<file path="src/rtl/sub_seq_ctrl_if.sv">
// Request/result bundle for the nibble-serial 16-bit subtractor.
// The master drives the operands and start; the slave returns the result and status flags.
interface sub_seq_ctrl_if;
    logic        start;
    logic [15:0] A;
    logic [15:0] B;
    logic        Bin;
    logic [15:0] D;
    logic        Bout;
    logic        Z;
    logic        V;
    logic        busy;
    logic        done;

    modport master (
        output start, A, B, Bin,
        input  D, Bout, Z, V, busy, done
    );

    modport slave (
        input  start, A, B, Bin,
        output D, Bout, Z, V, busy, done
    );
endinterface

</file>
<file path="src/rtl/sub_seq_ctrl.sv">
// 16-bit subtractor built around a single 4-bit ripple slice.
// The slice is reused for four nibbles, LSB first, and produces D = A - B - Bin with flags.
module sub4_slice (
    output logic [3:0] D,
    output logic       Bout,
    input  logic [3:0] A,
    input  logic [3:0] B,
    input  logic       Bin
);
    logic [4:0] brw;

    always_comb begin
        brw    = '0;
        brw[0] = Bin;
        D      = '0;
        for (int unsigned i = 0; i < 4; i++) begin
            D[i]     = A[i] ^ B[i] ^ brw[i];
            brw[i+1] = (~A[i] & B[i]) | (~(A[i] ^ B[i]) & brw[i]);
        end
        Bout = brw[4];
    end
endmodule

module sub_seq_ctrl (
    input  logic           clk,
    input  logic           rst,
    sub_seq_ctrl_if.slave  bus
);
    typedef enum logic [1:0] {
        S_IDLE,
        S_RUN,
        S_DONE
    } state_t;

    state_t      state_q, state_d;
    logic [1:0]  idx_q, idx_d;
    logic        br_q, br_d;
    logic [15:0] a_q, a_d;
    logic [15:0] b_q, b_d;
    logic [15:0] d_q, d_d;
    logic        bout_q, bout_d;
    logic        z_q, z_d;
    logic        v_q, v_d;
    logic        busy_q, busy_d;
    logic        done_q, done_d;

    logic [3:0]  nib_a, nib_b, nib_d;
    logic        nib_bout;
    logic [15:0] d_full;

    // Select the current nibble and merge the slice result back into the full word.
    always_comb begin
        nib_a  = '0;
        nib_b  = '0;
        d_full = d_q;
        case (idx_q)
            2'd0: begin nib_a = a_q[3:0];   nib_b = b_q[3:0];   d_full[3:0]   = nib_d; end
            2'd1: begin nib_a = a_q[7:4];   nib_b = b_q[7:4];   d_full[7:4]   = nib_d; end
            2'd2: begin nib_a = a_q[11:8];  nib_b = b_q[11:8];  d_full[11:8]  = nib_d; end
            default: begin nib_a = a_q[15:12]; nib_b = b_q[15:12]; d_full[15:12] = nib_d; end
        endcase
    end

    sub4_slice u_slice (
        .D    (nib_d),
        .Bout (nib_bout),
        .A    (nib_a),
        .B    (nib_b),
        .Bin  (br_q)
    );

    always_comb begin
        state_d = state_q;
        idx_d   = idx_q;
        br_d    = br_q;
        a_d     = a_q;
        b_d     = b_q;
        d_d     = d_q;
        bout_d  = bout_q;
        z_d     = z_q;
        v_d     = v_q;
        busy_d  = busy_q;
        done_d  = 1'b0;
        case (state_q)
            S_IDLE: begin
                if (bus.start) begin
                    a_d     = bus.A;
                    b_d     = bus.B;
                    br_d    = bus.Bin;
                    idx_d   = '0;
                    busy_d  = 1'b1;
                    state_d = S_RUN;
                end
            end
            S_RUN: begin
                d_d  = d_full;
                br_d = nib_bout;
                if (idx_q == 2'd3) begin
                    // idx holds at 3 here and is cleared on the way back to IDLE.
                    bout_d  = nib_bout;
                    z_d     = (d_full == 16'h0000);
                    v_d     = (a_q[15] ^ b_q[15]) & (a_q[15] ^ d_full[15]);
                    busy_d  = 1'b0;
                    done_d  = 1'b1;
                    state_d = S_DONE;
                end else begin
                    idx_d = idx_q + 2'd1;
                end
            end
            S_DONE: begin
                idx_d   = '0;
                state_d = S_IDLE;
            end
            default: begin
                idx_d   = '0;
                busy_d  = 1'b0;
                state_d = S_IDLE;
            end
        endcase
    end

    always_ff @(posedge clk or posedge rst) begin
        if (rst) begin
            state_q <= S_IDLE;
            idx_q   <= '0;
            br_q    <= 1'b0;
            a_q     <= '0;
            b_q     <= '0;
            d_q     <= '0;
            bout_q  <= 1'b0;
            z_q     <= 1'b1;
            v_q     <= 1'b0;
            busy_q  <= 1'b0;
            done_q  <= 1'b0;
        end else begin
            state_q <= state_d;
            idx_q   <= idx_d;
            br_q    <= br_d;
            a_q     <= a_d;
            b_q     <= b_d;
            d_q     <= d_d;
            bout_q  <= bout_d;
            z_q     <= z_d;
            v_q     <= v_d;
            busy_q  <= busy_d;
            done_q  <= done_d;
        end
    end

    assign bus.D    = d_q;
    assign bus.Bout = bout_q;
    assign bus.Z    = z_q;
    assign bus.V    = v_q;
    assign bus.busy = busy_q;
    assign bus.done = done_q;
endmodule
</file>
<file path="src/flat_wrapper.sv">
// flat-port wrapper written by rule: the top's interface ports become plain ports
module sub_seq_ctrl_flat 
  (clk, rst, bus_start, bus_A, bus_B, bus_Bin, bus_D, bus_Bout, bus_Z, bus_V, bus_busy, bus_done);
  sub_seq_ctrl_if bus_i ();
  input  logic clk;
  input  logic rst;
  input wire logic [$bits(bus_i.start)-1:0] bus_start;
  input wire logic [$bits(bus_i.A)-1:0] bus_A;
  input wire logic [$bits(bus_i.B)-1:0] bus_B;
  input wire logic [$bits(bus_i.Bin)-1:0] bus_Bin;
  output wire logic [$bits(bus_i.D)-1:0] bus_D;
  output wire logic [$bits(bus_i.Bout)-1:0] bus_Bout;
  output wire logic [$bits(bus_i.Z)-1:0] bus_Z;
  output wire logic [$bits(bus_i.V)-1:0] bus_V;
  output wire logic [$bits(bus_i.busy)-1:0] bus_busy;
  output wire logic [$bits(bus_i.done)-1:0] bus_done;
  assign bus_i.start = bus_start;
  assign bus_i.A = bus_A;
  assign bus_i.B = bus_B;
  assign bus_i.Bin = bus_Bin;
  assign bus_D = bus_i.D;
  assign bus_Bout = bus_i.Bout;
  assign bus_Z = bus_i.Z;
  assign bus_V = bus_i.V;
  assign bus_busy = bus_i.busy;
  assign bus_done = bus_i.done;
  sub_seq_ctrl u_core (.clk(clk), .rst(rst), .bus(bus_i));
endmodule
</file>
<file path="config.mk">
export PLATFORM = sky130hd
export DESIGN_NAME = sub_seq_ctrl_flat
export DESIGN_NICKNAME = d
export VERILOG_FILES = /design/src/rtl/sub_seq_ctrl_if.sv /design/src/rtl/sub_seq_ctrl.sv /design/src/flat_wrapper.sv
export SDC_FILE = /design/constraint.sdc
export NUM_CORES = 1
export LEC_CHECK = 0
export BUFFER_PORTS_ARGS = -buffer_cell sky130_fd_sc_hd__buf_2
export CAP_MARGIN = 20
export CORE_MARGIN = 8
export CORE_UTILIZATION = 50
export DETAILED_ROUTE_END_ITERATION = 16
export PLACE_DENSITY = 0.79
export SKIP_LAST_GASP = 1
export SLEW_MARGIN = 10
export SYNTH_ARGS = -nofsm -noshare
export SYNTH_HDL_FRONTEND = slang
export SYNTH_SLANG_ARGS = --single-unit
</file>
<file path="constraint.sdc">
create_clock -name clk -period 4.3 [get_ports clk]
set_input_delay 0.645 -clock clk [delete_from_list [all_inputs] [get_ports clk]]
set_output_delay 0.645 -clock clk [all_outputs]
set_load 0.02 [all_outputs]
</file>
==> results of run 1 <==
[worst max path at each step]
stage,startpoint,to,slack [ps]
after global placement,u_core.idx_q[0],u_core.bus.Z,470
after CTS,u_core.idx_q[0],u_core.bus.Z,300
final,u_core.idx_q[0],u_core.bus.Z,290
after detailed placement,u_core.idx_q[0],u_core.bus.Z,340
after floorplan,u_core.idx_q[0],u_core.bus.Z,470
after global routing,u_core.idx_q[0],u_core.bus.Z,2
[layout make-up]
| cell class | count | area, µm² | share of cell area [%] |
|---|---|---|---|
| inverters | 9 | 33.8 | 1.05 |
| repair buffers | 61 | 318 | 9.85 |
| flip-flops and latches | 58 | 1450 | 45.0 |
| clock buffers | 13 | 159 | 4.93 |
| multi-input cells | 128 | 1170 | 36.3 |
| well taps | 72 | 90.1 | 2.79 |
[cells in the mapped netlist (all sizes together)]
| master | instances | share of area, % |
|---|---|---|
| dfrtp | 57 | 52 |
| nor4 | 3 | 0.68 |
| o22a | 1 | 0.32 |
| buf | 6 | 3.3 |
| a21o | 1 | 0.27 |
| nor3b | 2 | 0.54 |
| nor2 | 10 | 1.4 |
| o21ai | 7 | 1.3 |
| inv | 8 | 1.1 |
| o221ai | 1 | 0.32 |
| xnor2 | 1 | 0.32 |
| o22ai | 2 | 0.45 |
| clkbuf | 4 | 0.54 |
| a21oi | 8 | 1.4 |
| nor2b | 4 | 1.4 |
| clkinv | 1 | 0.14 |
| nor3 | 2 | 0.36 |
| a222oi | 8 | 2.9 |
| mux2 | 44 | 22 |
| ha | 4 | 1.8 |
| a32oi | 1 | 0.32 |
| nand2 | 23 | 3.1 |
| a22oi | 1 | 0.27 |
| dfstp | 1 | 0.95 |
| fa | 4 | 2.9 |
| and2b | 1 | 0.32 |
[registers in the layout, summed over array words and instances (netlist names)]
register	count
u_core.bus.busy	1
u_core.bus.Bout	1
u_core.a_q	16
u_core.idx_q	2
u_core.bus.V	1
u_core.bus.Z	1
u_core.state_q	2
u_core.bus.D	16
u_core.br_q	1
u_core.bus.done	1
u_core.b_q	16
[power by group through the flow]
| stage | Clock (mW) | Combinational [mW] | Sequential [mW] |
|---|---|---|---|
| floorplan | 0 | 1.17 | 1.07 |
| global placement | 0 | 1.57 | 1.03 |
| detailed placement | 0 | 1.61 | 1.03 |
| CTS | 0.430 | 1.62 | 1.03 |
| global route | 0.461 | 1.76 | 1.06 |
| finish | 0.422 | 1.59 | 1.03 |
[metrics by stage]
stage | worst slack [ps] | cell area, µm²
4_1_cts | 303 | 3230
3_3_place_gp | 470 | 3070
2_1_floorplan | 468 | 2760
5_1_grt | 1.83 | 3230
6_report | 294 | 3230
3_5_place_dp | 343 | 3070
[critical path: stages (launching register included)]
cell and delay [ps]:
dfrtp_1 420, inv_1 100, ha_1 290, a222oi_1 380, a21oi_1 150, fa_1 450, fa_1 390, fa_1 400
fa_1 550, nor4_1 290, o221ai_1 150, nor4_1 250, a21o_1 120
[kinds of logic (layout without fill, tap and decap cells)]
group / after synthesis / after routing / synth area share (%)
flip-flops: 58 / 58 / 52.6
AND/OR/NAND/NOR: 45 / 45 / 7.83
multiplexers: 44 / 44 / 22.0
AO/OA/AOI/OAI: 30 / 30 / 7.56
buffers and inverters: 19 / 83 / 5.02
adder cells (fa/ha/maj): 8 / 8 / 4.71
XOR/XNOR: 1 / 1 / 0.317
[layer usage]
layer / part of all wire (%) / track usage, %
met1: 43 / 18.4
met2: 48 / 23.0
met3: 7.3 / 6.32
met4: 2.1 / 8.04
met5: 0 / 0
==> impl_metrics.ini, run 1 <==
[pwr]
p_sw_share_pct = 39.5
power.total_mw = 3.04
power.share.clock_pct = 13.9
power_density_nw_per_um2 = 942
p_leak_nw = 1.58
vdd_drop_max_mv = 0.521
p_int_mw = 1.84
p_comb_share_pct = 52.3
p_switching_mw = 1.20
pwr-share-seq_pct = 33.8

[floorplan]
io_pins = 57
dieArea_um2 = 8160
die_x_um = 90.4
die_h_um = 90.4
start_util_pct = 50.8
rows = 27
core_um2 = 5440

[yosys]
yosysWarnings = 0
synth_cell_types = 30
syn_area_per_cell_um2 = 13.5
synth-seq-area-share_pct = 52.6
synth_fp_nets = 249
synth_seq_cells = 58
synthCells = 205
syn_area_um2 = 2760

[drt]
vias = 1803
dr.pass1.iters = 4
avgRoutedWirePerCell_um = 16.8
vias_per_cell = 5.29
drc = 0
routed_wl_um = 5740
drt_iter0_drc = 70
ant_nets = 0

[cts]
hold_buffers = 0
ctsResizeCount = 0
post_cts_buffers = 0
clock-sinks = 58
cts_root_buf = clkbuf_8
cts_tree = done
numCtsBuffers = 9
clk_latency_ps = 340
htreeDepth = 3
clock_path_buffers = 2
clk_pin_slew_ps = 60

[worst_setup_path]
crit_fanout = 7
end_kind = flip-flop
crit_required_ps = 4580
crit_path_start_kind = flip-flop
worst-setup-path-type = flip-flop to flip-flop
r2r_slack_ps = 290
r2r_start = u_core.idx_q[0]
reg2reg_depth = 12
cp_data_arrival_time_ps = 4290
r2r-end = u_core.bus.Z

[timing]
setup_violations = 0
drv_slew = 0
fin_crit_sh_pct = 93.2
skew_ps = 2.56
rsz0062_at_grt = no
setup_tns_ps = 0
max_freq_ghz = 0.250
fin_hold_ws_ps = 472
layout_min_cycle_time_ps = 4010
final_hold_viol_count = 0
slew_headroom_pct = 50.5
tightest_slew_ps = 741

[worst_hold_path]
holdCritStartpoint = u_core.bus.D[14]
hold_path_end = u_core.bus.D[14]
min_path_cells = 2
min_path_type = flip-flop to flip-flop

[finish]
fill_cells = 457
num-nets-final = 311
drive_gt1_share_pct = 45.0
utilization_pct = 59.3
layout_commonest_cell = dfrtp_1
final_cell_mix = 57 x dfrtp_1, 56 x buf_2, 30 x mux2_4
layout.cells.non_filler = 341
areaGrowthSynthToFinish_pct = 16.7
n_antenna_cell = 0

[placed_design]
gp_congestion = 0.821
detailed_place_hpwl_um = 4340
place_inst = 328
portBuffers = 56

[job]
maxCapViolations = 0

[outcome]
run_status = completed

[global_routing]
overflow = 0
track_usage_pct = 15.3
antenna_found_initial = 0
grt_pass1_wl_um = 9870
first_global_vias = 2001
grt_max_degree = 59
No activity file was read; power rests on OpenSTA's default activity.
==> run 2: changes to the inputs <==
==> constraint.sdc (replaced) <==
create_clock -name clk -period 4.3 [get_ports clk]
set_input_delay 0.215 -clock clk [delete_from_list [all_inputs] [get_ports clk]]
set_output_delay 0.215 -clock clk [all_outputs]
set_load 0.02 [all_outputs]
==> run 2 against run 1 <==
Against the previous run: die area unchanged; sequential share of layout area down 0.070 points; maximum frequency down 0.20%; critical path type unchanged.
==> impl_metrics.ini, run 2 (synthesis gave the netlist of run 1 again) <==
[floorplan]
io_pins = 57
die_x_um = 90.4
dieArea_um2 = 8160
die_h_um = 90.4
start_util_pct = 50.8
rows = 27
core_um2 = 5440

[worst_hold_path]
min_path_type = primary input to async pin

[pwr]
power.total_mw = 3.04
power_density_nw_per_um2 = 941
vdd_drop_max_mv = 0.470
p_leak_nw = 1.59

[worst_setup_path]
crit_fanout = 7
cp_data_arrival_time_ps = 4300
crit_required_ps = 4590
crit_path_top_delay_cell = fa_1
worst-setup-path-type = flip-flop to flip-flop
path_cells = inv_1 > ha_1 > a222oi_1 > a21oi_1 > fa_1 > fa_1 > fa_1 > fa_1 > nor4_1 > o221ai_1 > nor4_1 > a21o_1
cp_common_cell = fa_1
r2r_start = u_core.idx_q[0]
crit_path_max_incr_delay_ps = 560
cp-startpoint = u_core.idx_q[0]
end_kind = flip-flop
crit_path_start_kind = flip-flop

[cts]
clock_path_buffers = 2
clock-sinks = 58
cts_root_buf = clkbuf_8
clk_latency_ps = 340
numCtsBuffers = 9
clk_pin_slew_ps = 60
htreeDepth = 3
ctsResizeCount = 0
hold_buffers = 0
post_cts_buffers = 0
cts_tree = done

[job]
maxCapViolations = 0

[global_routing]
grt_max_degree = 59
antenna_found_initial = 0
track_usage_pct = 14.9
overflow = 0
grt_pass1_wl_um = 9550
first_global_vias = 1894

[finish]
design_area_um2 = 3230
final_cell_mix = 57 x dfrtp_1, 56 x buf_2, 30 x mux2_4
fill_cells = 452
regArea_um2 = 1450
num-nets-final = 311
areaGrowthSynthToFinish_pct = 16.9
layout_commonest_cell = dfrtp_1
n_antenna_cell = 0
multi_input_area_um2 = 1170
drive_gt1_share_pct = 45.2

[timing]
final_hold_viol_count = 0
tightest_slew_ps = 713
drv_slew = 0
slew_headroom_pct = 52.5
setup_violations = 0
fin_hold_ws_ps = 67.2
fin_crit_sh_pct = 93.4
max_freq_ghz = 0.249
skew_ps = 7.56
setup_tns_ps = 0
layout_min_cycle_time_ps = 4010
rsz0062_at_grt = no

[drt]
routed_wl_um = 5600
drc = 0
dr.pass1.iters = 5
ant_nets = 0
vias_per_cell = 5.30
vias = 1824
drt_iter0_drc = 187
avgRoutedWirePerCell_um = 16.3

[placed_design]
portBuffers = 56
placedInstanceArea_um2 = 3070
gp_congestion = 0.825
detailed_place_hpwl_um = 4170

[outcome]
run_status = completed
[run 2: cell types whose count changed in the layout (fill, tap and decap cells not counted)]
cell      previous run  this run
clkinv_2             0         3
clkbuf_1             2         3
clkbuf_8            11        10
[run 2: layout make-up]
class	count	share of cell area [%]
well taps	72	2.79
clock buffers	13	4.61
flip-flops and latches	58	45.0
clock inverters	3	0.465
multi-input cells	128	36.3
inverters	9	1.05
repair buffers	61	9.84
[run 2: routing by layer]
layer  GRT usage (%)  routed length, µm  vias to the layer above
met5               0                  0                        -
met4            6.52                 72                        0
met3            6.32                364                        9
met2            21.9               2610                       56
met1            18.7               2550                      910
li1                -                  -                      849
[run 2: where the power goes]
group | switching [mW] | internal, mW | leakage, nW
Clock | 0.199 | 0.222 | 0.0872
Sequential | 0.206 | 0.823 | 0.690
Combinational | 0.805 | 0.785 | 0.813
[run 2: final timing paths]
kind                                    endpoint  slack [ps]  cells past startpoint
worst min register to register  u_core.bus.D[13]         480                      2
min in group clk                  u_core.a_q[10]         100                      2
worst min-delay path            u_core.bus.D[10]          70                      3
worst max register to register      u_core.bus.Z         290                     12
worst max-delay path                u_core.bus.Z         290                     12
max in group asynchronous          u_core.a_q[3]        3750                      3
[run 2: critical path: cells and delay by family, from the launching register on]
kind	cells	cell delay (ps)
flops	1	420
compound gates	4	810
simple gates	2	560
buf+inv	1	100
fa+ha+maj	5	2080
[run 2: per-stage QoR]
step	util (%)	cells	worst slack (ps)
2_1_floorplan	-	205	468
3_3_place_gp	56.4	328	475
3_5_place_dp	56.4	328	349
4_1_cts	59.4	344	307
5_1_grt	59.4	344	13.1
6_report	59.4	344	286
